## src/rtl/slot_fifo_if.sv

```systemverilog
// rtl/slot_fifo_if.sv - producer/consumer signal bundle for slot_fifo
interface slot_fifo_if #(
  parameter int DATA_WIDTH = 8
);
  logic [DATA_WIDTH-1:0] data_write;
  logic                  write;
  logic                  full;
  logic                  almost_full;
  logic [DATA_WIDTH-1:0] data_read;
  logic                  next_read;
  logic                  empty;

  // master drives push/pop requests; slave is the FIFO itself
  modport master (
    output data_write, write, next_read,
    input  full, almost_full, data_read, empty
  );

  modport slave (
    input  data_write, write, next_read,
    output full, almost_full, data_read, empty
  );
endinterface

```

## src/rtl/slot_fifo.sv

```systemverilog
// rtl/slot_fifo.sv - first-word-fall-through FIFO with one slot of almost_full slack
module slot_fifo #(
  parameter int NUM_SLOTS     = 4,
  parameter int LOG_NUM_SLOTS = 2,
  parameter int DATA_WIDTH    = 8
) (
  input logic         clk,
  input logic         rst,
  slot_fifo_if.slave  bus
);
  localparam int unsigned DEPTH_I = NUM_SLOTS;
  localparam int unsigned LAST_I  = NUM_SLOTS - 1;
  localparam logic [LOG_NUM_SLOTS:0]   DEPTH    = DEPTH_I[LOG_NUM_SLOTS:0];
  localparam logic [LOG_NUM_SLOTS:0]   AF_LEVEL = LAST_I[LOG_NUM_SLOTS:0];
  localparam logic [LOG_NUM_SLOTS-1:0] LAST     = LAST_I[LOG_NUM_SLOTS-1:0];

  logic [DATA_WIDTH-1:0]    mem_q [NUM_SLOTS];
  logic [LOG_NUM_SLOTS-1:0] wr_ptr_q, wr_ptr_d;
  logic [LOG_NUM_SLOTS-1:0] rd_ptr_q, rd_ptr_d;
  logic [LOG_NUM_SLOTS:0]   count_q, count_d;
  logic                     push, pop;

  // acceptance uses registered occupancy only, so full+both pops and empty+both pushes
  assign push = bus.write     && (count_q != DEPTH);
  assign pop  = bus.next_read && (count_q != '0);

  assign bus.full        = (count_q == DEPTH);
  assign bus.almost_full = (count_q >= AF_LEVEL);
  assign bus.empty       = (count_q == '0);
  assign bus.data_read   = mem_q[rd_ptr_q];

  always_comb begin
    wr_ptr_d = wr_ptr_q;
    rd_ptr_d = rd_ptr_q;
    count_d  = count_q;
    if (push) begin
      wr_ptr_d = (wr_ptr_q == LAST) ? '0 : wr_ptr_q + 1'b1;
    end
    if (pop) begin
      rd_ptr_d = (rd_ptr_q == LAST) ? '0 : rd_ptr_q + 1'b1;
    end
    if (push && !pop) begin
      count_d = count_q + 1'b1;
    end else if (pop && !push) begin
      count_d = count_q - 1'b1;
    end
  end

  always_ff @(posedge clk or posedge rst) begin
    if (rst) begin
      wr_ptr_q <= '0;
      rd_ptr_q <= '0;
      count_q  <= '0;
    end else begin
      wr_ptr_q <= wr_ptr_d;
      rd_ptr_q <= rd_ptr_d;
      count_q  <= count_d;
    end
  end

  // storage is cleared on reset so data_read reads zero straight out of reset
  always_ff @(posedge clk or posedge rst) begin
    if (rst) begin
      for (int i = 0; i < NUM_SLOTS; i++) begin
        mem_q[i] <= '0;
      end
    end else if (push) begin
      mem_q[wr_ptr_q] <= bus.data_write;
    end
  end
endmodule

```

## src/flat_wrapper.sv

```systemverilog
// flat-port wrapper written by rule: the top's interface ports become plain ports
module slot_fifo_flat 
#(
  parameter int NUM_SLOTS     = 4,
  parameter int LOG_NUM_SLOTS = 2,
  parameter int DATA_WIDTH    = 8
)
  (clk, rst, bus_data_write, bus_write, bus_next_read, bus_full, bus_almost_full, bus_data_read, bus_empty);
  slot_fifo_if #(.DATA_WIDTH(DATA_WIDTH)) bus_i ();
  input logic clk;
  input logic rst;
  input wire logic [$bits(bus_i.data_write)-1:0] bus_data_write;
  input wire logic [$bits(bus_i.write)-1:0] bus_write;
  input wire logic [$bits(bus_i.next_read)-1:0] bus_next_read;
  output wire logic [$bits(bus_i.full)-1:0] bus_full;
  output wire logic [$bits(bus_i.almost_full)-1:0] bus_almost_full;
  output wire logic [$bits(bus_i.data_read)-1:0] bus_data_read;
  output wire logic [$bits(bus_i.empty)-1:0] bus_empty;
  assign bus_i.data_write = bus_data_write;
  assign bus_i.write = bus_write;
  assign bus_i.next_read = bus_next_read;
  assign bus_full = bus_i.full;
  assign bus_almost_full = bus_i.almost_full;
  assign bus_data_read = bus_i.data_read;
  assign bus_empty = bus_i.empty;
  slot_fifo #(.NUM_SLOTS(NUM_SLOTS), .LOG_NUM_SLOTS(LOG_NUM_SLOTS), .DATA_WIDTH(DATA_WIDTH)) u_core (.clk(clk), .rst(rst), .bus(bus_i));
endmodule
```

## config.mk

```make
export PLATFORM = sky130hd
export DESIGN_NAME = slot_fifo_flat
export DESIGN_NICKNAME = d
export VERILOG_FILES = /design/src/rtl/slot_fifo_if.sv /design/src/rtl/slot_fifo.sv /design/src/flat_wrapper.sv
export SDC_FILE = /design/constraint.sdc
export NUM_CORES = 1
export LEC_CHECK = 0
export ABC_AREA = 1
export CAP_MARGIN = 20
export CORE_ASPECT_RATIO = 0.8
export CORE_UTILIZATION = 40
export CTS_BUF_LIST = sky130_fd_sc_hd__clkbuf_16
export DETAILED_ROUTE_END_ITERATION = 10
export PLACE_DENSITY = 0.57
export SLEW_MARGIN = 5
export SYNTH_ARGS = -nofsm -noshare
export SYNTH_HDL_FRONTEND = slang
export SYNTH_SLANG_ARGS = --single-unit
export TNS_END_PERCENT = 5
```

## constraint.sdc

```tcl
create_clock -name clk -period 2.3 [get_ports clk]
set_clock_uncertainty 0.2 [all_clocks]
set_input_delay 0.46 -clock clk [delete_from_list [all_inputs] [get_ports clk]]
set_output_delay 0.46 -clock clk [all_outputs]
set_load 0.05 [all_outputs]
```

-- Yosys cells after proc, flatten, opt, wreduce, memory -nomap -nowiden
Cells that the tools add are included.
- register bits after elaboration: 39
- input port bits: 12
- output and inout bits: 11
- word-level logic and storage cells: 41
- add/subtract/negate cells: 4
- $lt $le $gt $ge: 4
- eq/ne operators: 4
- multiplexer cells: 10
- bitwise gates (word level): 2
- reductions and logical operators: 10
- operators with widths (kind ; count):
    $bwmux 32 ; 1
    $mux 8 ; 3
    $bmux 8 s2 ; 1
    $demux 8 s2 ; 1
    $ge 3x3->1 const B ; 2
    $mux 3 ; 2
    $not 2->3 ; 2
    $logic_and 1x1->1 ; 5
    $add 2x1->2 const B ; 2
    $eq 2x2->1 const B ; 2
    $mux 2 ; 2
    $add 3x1->3 const B ; 1
    $eq 3x3->1 const B ; 1
    $ge 3x2->1 const B ; 1
    $logic_not 3->1 ; 1
    $lt 3x1->1 const B ; 1
    $ne 3x3->1 const B ; 1
    $reduce_bool 3->1 ; 1
    $sub 3x1->3 const B ; 1
    $logic_not 1->1 ; 2
    $reduce_bool 2->1 ; 1

-- Logic depth before layout (Yosys ltp)
Gate-level depths: netlist of run 1.
- depth after elaboration: 6
- depth in mapped cells: 13
- depth with buffers taken out: 12

-- Worst setup path before layout of run 1
No wires, ideal clock.
- path kind: register to register
- from: register u_core.count_q[0]
- to: register u_core.count_q[1]
- library setup time: 117 ps
- arrival time: 1642 ps
- data required time: 1983 ps
- setup slack: 341 ps
- cell stages (with the launch flop): 11
- buffers on the path: 1
- clock period less this slack: 1959 ps
- cells stage by stage: dfrtp_1 > nor2_2 > nand2_2 > buf_6 > nand2_2 > inv_1 > ha_1 > inv_1 > fa_1 > nand2_1 > nand2_1
- elaborated cells on any way between the ends: 13
- those cells by class: 2 x add/sub; 1 x eq/ne; 2 x mux; 8 x reduce/logical
- RTL lines (item ; line ; text):
    from (decl) ; slot_fifo.sv:20 ; logic [LOG_NUM_SLOTS:0] count_q, count_d;
    from (signal assigned) ; slot_fifo.sv:57 ; count_q <= count_d;
    $ne 3x3->1 ; slot_fifo.sv:24 ; assign push = bus.write && (count_q != DEPTH);
    $logic_and 1x1->1 ; slot_fifo.sv:24 ;
    via u_core.push ; slot_fifo.sv:21 ; logic push, pop;
    $logic_and 1x1->1 ; slot_fifo.sv:42 ; if (push && !pop) begin
    $mux 3 ; slot_fifo.sv:42 ;
    via u_core.count_d[1] ; slot_fifo.sv:20 ;
The timed path passes the listed nets, and every way through them passes these cells. The select of a mux whose other input is x is not followed.
A chain may end at the register's enable or synchronous reset.

-- Worst setup path after layout of run 1
- from: register u_core.count_q[0]
- to: output bus_full
- word-level cells in the longest chain between the ends: 1
- ends and longest elaborated chain (item ; line ; text):
    $eq 3x3->1 ; slot_fifo.sv:27 ; assign bus.full = (count_q == DEPTH);
    to (decl) ; flat_wrapper.sv:15 ; output wire logic [$bits(bus_i.full)-1:0] bus_full;
No other way between the ends.

==> results.cfg, run 1 <==
[place]
placed_cell_area_um2 = 2440
portBuffers = 22
place.gp.congestion = 0.751
dp_hpwl_um = 3030

[synth]
synth_seq_cells = 39
ys_seq_area_frac = 0.464
postSynthNetCount = 278
synth_cell_types = 21
netlist_area_um2 = 2100
ys_warn_count = 0
synthCells = 259
avgSynthCellArea_um2 = 8.12

[final_layout]
area_growth_pct = 24.3
fill_cells = 451
layout_common_cells = nand2_1 (97), dfrtp_1 (38), nand4_1 (33), inv_1 (26), clkdlybuf4s50_1 (11)
final_area_um2 = 2610
antenna_cells = 0
final_common_cell = nand2_1
nNetsFinal = 297
final_layout_size_suffix_gt1_frac = 0.129

[clocking]
insertion_delay_ns = 0.28
cts_tree = done
cts-htree-levels = 2
cts-root-buf = clkbuf_16
cts.sinks = 39
cts_setup_buffers = 0
clk_path_buf_depth = 2
holdBufCountCts = 0
cts_buffers = 5
clk_pin_slew_ns = 0.05

[global_routing]
grt_pass1_vias = 1667
track_usage = 0.198
gr-total-overflow = 0
grt_antenna_before_repair = 0
grt_max_degree = 40
grt_pass1_wl_um = 8440

[timing]
hold_viol = 0
worst_pin_slew_ns = 0.512
final-setup-viol-count = 0
whs_ns = 0.265
slew_viol_final = 0
max_slew_margin = 0.658
min_period_ns = 2.12
rsz0062_at_grt = false
post-route-period-util = 0.922
fmax_mhz = 471

[flow_run]
cap_viol_max_count = 0

[worst_setup_path]
crit_chain = nor2_2, nand2_2, buf_6, inv_1, buf_12
startpoint_type = register
critical_path.endpoint_type = primary output
crit_required_ns = 1.64
critPathMaxStageDelay_ns = 0.44
crit_fanout = 37
critPathBufInv = 3
arrival_ns = 1.46
cpMaxStageDelayCell = dfrtp_1
criticalPathCategory = register to primary output
cp_top_family = buffers and inverters

[floorplanning]
start_util = 0.417
die_w_um = 83.1
die_h_um = 66.8
die_area_um2 = 5550
io_pins = 23
rows = 23
coreArea_um2 = 5040

[drt]
drt_iter0_markers = 160
drtAntennaViolNets = 0
routed-via-count = 1721
vias_per_cell = 5.05
drc = 0
drt-total-wl_um = 4760
drt_first_pass_iters = 5
wl_per_cell_um = 14.0

[hold_path]
hp-class = register to register

[power_and_ir_drop]
power.leakage_nw = 1.34
p_per_area_nw_per_um2 = 1750
ir_worst_vdd_mv = 0.879

[run_status]
status = completed
[worst paths after layout]
path | from | endpoint | slack, ns | cells past startpoint
min in group asynchronous | rst | u_core.wr_ptr_q[0]$_DFFE_PP0P_ | 0.40 | 3
max in group asynchronous | rst | u_core.rd_ptr_q[1]$_DFFE_PP0P_ | 1.12 | 3
setup / recovery | u_core.count_q[0]$_DFFE_PP0P_ | bus_full | 0.18 | 5
hold / removal | u_core.mem_q[25]$_DFFE_PP0P_ | u_core.mem_q[25]$_DFFE_PP0P_ | 0.26 | 2
hold reg to reg | u_core.mem_q[25]$_DFFE_PP0P_ | u_core.mem_q[25]$_DFFE_PP0P_ | 0.26 | 2
setup reg to reg | u_core.count_q[0]$_DFFE_PP0P_ | u_core.count_q[2]$_DFFE_PP0P_ | 0.23 | 10
[worst min-delay path, delay by kind of cell (launching register included)]
family | cells | cell delay [ns]
flip-flops | 1 | 0.33
AND/OR/NAND/NOR | 2 | 0.10
[through the flow]
step / cells / TNS, ns / setup slack [ns] / power [W] / utilization
finish: 341 / 0 / 0.179 / 0.00457 / 0.519
floorplan: 259 / 0 / 0.341 / 0.00285 / -
detailed placement: 333 / -0.0519 / -0.0519 / 0.00383 / 0.485
global route: 341 / 0 / 0.0395 / 0.00493 / 0.519
global placement: 333 / 0 / 0.0156 / 0.00381 / 0.485
CTS: 341 / 0 / 0.0626 / 0.00461 / 0.517
[state kept, by name (all words and copies together) (netlist names)]
| name | count |
|---|---|
| u_core.rd_ptr_q | 2 |
| u_core.count_q | 3 |
| u_core.wr_ptr_q | 2 |
| u_core.mem_q | 32 |
[power breakdown]
part	leakage (nW)	total (W)	internal, W	switching (W)
logic	0.775	0.00256	0.00105	0.00151
registers	0.486	0.00124	0.00101	0.000233
clock network	0.0812	0.000768	0.000505	0.000263
total	1.34	0.00457	0.00257	0.00201
[Yosys cell counts]
cell      instances  area (um^2)
nand4_1          33          206
nand3_1           3         15.0
or2_2             2         12.5
xnor2_1           1         8.76
nand2_2           2         12.5
a21oi_1           8         40.0
buf_6             4         45.0
fa_1              1         20.0
nand2_1          98          368
dfrtp_1          39          976
buf_2            12         60.1
nand3_4           1         17.5
buf_4             1         7.51
o211ai_1          8         60.1
inv_1            26         97.6
o21ai_0           9         45.0
clkbuf_1          1         3.75
nor2_2            1         6.26
o21ai_1           1         5.00
nand3_2           2         20.0
ha_1              6         75.1
[cell families (layout without fill, tap and decap cells)]
kind of cell,count (synthesis),after routing,synth area share
buf+inv,44,64,0.102
fa+ha+maj,7,7,0.0452
compound gates,26,26,0.0714
xor+xnor,1,1,0.00417
simple gates,142,142,0.313
flops,39,39,0.464
[per-layer routing]
metal  track usage  routed length, um  up-vias
met5             0                  0        -
met4        0.0647                 67        0
met3        0.0347                197        8
met2         0.306               2120       40
met1         0.281               2380      790
li1              -                  -      883
[area by class of cell]
cell class / instances / area, um^2 / area share
inverters: 26 / 97.6 / 0.0374
flip-flops and latches: 39 / 977 / 0.374
multi-input cells: 176 / 915 / 0.350
well taps: 62 / 77.6 / 0.0297
repair buffers: 30 / 382 / 0.146
clock inverters: 3 / 38.8 / 0.0148
clock buffers: 5 / 125 / 0.0479
[repair_timing]
item                                    CTS  global route
resized for setup                         0             3
endpoints found under the hold margin     0             0
endpoints found under the setup margin    0             4
Power figures use the tool's default switching activity.
==> run 2: changes to the inputs <==
- CORE_UTILIZATION: 40 -> 42
- PLACE_DENSITY: 0.57 -> 0.59
- SLEW_MARGIN: 5 -> 40
==> run 2 against run 1 <==
Against the previous run: combinational power barely moved; global-route usage rose by 0.63 points; flip-flop and latch count did not move; first-iteration DRC count fell by 49%; sequential power barely moved.
==> results.cfg, run 2 (synthesis results as in run 1) <==
[run_status]
status = completed

[final_layout]
final_common_cell = nand2_1
top_register = u_core.mem_q
largest_reg_flops = 32
area_growth_pct = 22.4
antenna_cells = 0
top_regs = u_core.mem_q: 32 flops, u_core.count_q: 3 flops
layout_common_cells = nand2_1 (98), dfrtp_1 (38), nand4_1 (33), inv_1 (27), clkdlybuf4s50_1 (11)
nNetsFinal = 297
final_layout_size_suffix_gt1_frac = 0.119
final_area_um2 = 2570

[drt]
drt_first_pass_iters = 5
drc = 0
wl_per_cell_um = 14.2
drtAntennaViolNets = 0
routed-via-count = 1720
vias_per_cell = 5.10
drt-total-wl_um = 4780
drt_iter0_markers = 81

[clocking]
cts_tree = done
cts.sinks = 39
cts-root-buf = clkbuf_16
insertion_delay_ns = 0.28
cts_buffers = 5
cts-htree-levels = 2
clk_pin_slew_ns = 0.06
clk_path_buf_depth = 2

[worst_setup_path]
cp_top_family = buffers and inverters
arrival_ns = 1.46
crit_required_ns = 1.64
critical_path.endpoint_type = primary output
rr_worst_depth = 10
timing.rr.end = u_core.count_q[2]$_DFFE_PP0P_
crit_chain = nor2_2, nand2_2, buf_6, inv_1, buf_12
critPathBufInv = 3
criticalPathCategory = register to primary output
r2r_slack_ns = 0.24
startpoint_type = register
crit_fanout = 37
cpMaxStageDelayCell = dfrtp_1
reg2reg_from = u_core.count_q[0]$_DFFE_PP0P_
critPathMaxStageDelay_ns = 0.43

[timing]
final-setup-viol-count = 0
worst_pin_slew_ns = 0.501
max_slew_margin = 0.666
slew_viol_final = 0
worst_slack_ns = 0.181
min_period_ns = 2.12
rsz0062_at_grt = false
fmax_mhz = 472
hold_viol = 0
post-route-period-util = 0.921

[floorplanning]
rows = 22
io_pins = 23
start_util = 0.447
coreArea_um2 = 4710
die_h_um = 65.3
die_w_um = 81.1
die_area_um2 = 5290

[flow_run]
cap_viol_max_count = 0

[global_routing]
gr-total-overflow = 0
grt_antenna_before_repair = 0
grt_pass1_vias = 1596
busiest_layer = met2
grt_max_degree = 40
grtUsageMet1 = 0.289
grt.met3_usage = 0.0375
track_usage = 0.204
grt_pass1_wl_um = 7980
grt_use_met2 = 0.312

[hold_path]
worstHoldEndpoint = u_core.mem_q[24]$_DFFE_PP0P_
hp-class = register to register
min_path_cells = 2
min_from = u_core.mem_q[24]$_DFFE_PP0P_

[place]
placed_cell_area_um2 = 2440
portBuffers = 22
dp_hpwl_um = 3050
pre_cts_ws_ns = -0.00316
place.gp.congestion = 0.729

[power_and_ir_drop]
power.leakage_nw = 1.33
power_frac_clock = 0.142
p_switching_w = 0.00199
p_sw_frac = 0.448
seqPwrFrac = 0.280
ir_worst_vdd_mv = 1.10
p_per_area_nw_per_um2 = 1730
p_int_w = 0.00245
pwr-share-comb = 0.578
run 2: worst register-to-register path: cells and delay by family, from the launching register on:
kind	cells	cell delay, ns
buf+inv	1	0.06
simple gates	7	0.70
fa+ha+maj	2	0.56
flops	1	0.44
run 2: cell type report:
type,count,area (um^2)
Clock buffer,5,125
Clock inverter,1,3.75
Fill cell,449,2130
Inverter,26,97.6
Multi-Input combinational cell,176,912
Sequential cell,39,977
Tap cell,60,75.1
Timing Repair Buffer,30,382
run 2: power by group through the flow:
| stage | Sequential (W) | Combinational (W) | Clock (W) |
|---|---|---|---|
| floorplan | 0.00116 | 0.00168 | 0 |
| global placement | 0.00125 | 0.00256 | 0 |
| detailed placement | 0.00125 | 0.00258 | 0 |
| CTS | 0.00124 | 0.00259 | 0.000646 |
| global route | 0.00129 | 0.00281 | 0.000674 |
| finish | 0.00124 | 0.00257 | 0.000632 |
run 2: worst max path at each step:
stage                                         startpoint  cells past startpoint                             to
after CTS                 u_core.rd_ptr_q[1]$_DFFE_PP0P_                      3               bus_data_read[1]
final                      u_core.count_q[0]$_DFFE_PP0P_                      5                       bus_full
after global placement                         bus_write                     10  u_core.count_q[2]$_DFFE_PP0P_
after global routing       u_core.count_q[0]$_DFFE_PP0P_                     10  u_core.count_q[2]$_DFFE_PP0P_
after floorplan            u_core.count_q[0]$_DFFE_PP0P_                     10  u_core.count_q[1]$_DFFE_PP0P_
after detailed placement                       bus_write                     10  u_core.count_q[2]$_DFFE_PP0P_
run 2: stage by stage:
step | cells | setup TNS (ns) | hold WS (ns) | power [W] | util
floorplan | 259 | 0 | 0.237 | 0.00285 | -
global placement | 331 | 0 | 0.250 | 0.00381 | 0.518
detailed placement | 331 | -0.00316 | 0.253 | 0.00383 | 0.518
CTS | 337 | 0 | 0.267 | 0.00448 | 0.545
global route | 337 | 0 | 0.282 | 0.00478 | 0.547
finish | 337 | 0 | 0.262 | 0.00445 | 0.547
run 2: metal layers:
metal  wire length, um  share of wire
met4                25         0.0052
met3               251          0.053
met2              2160           0.45
met5                 0              0
met1              2340           0.49
run 2: repair_timing:
item / CTS / global route
resized for setup: 0 / 2
setup endpoints to repair: 0 / 6
hold buffers: 0 / 0
setup buffers: 0 / 0
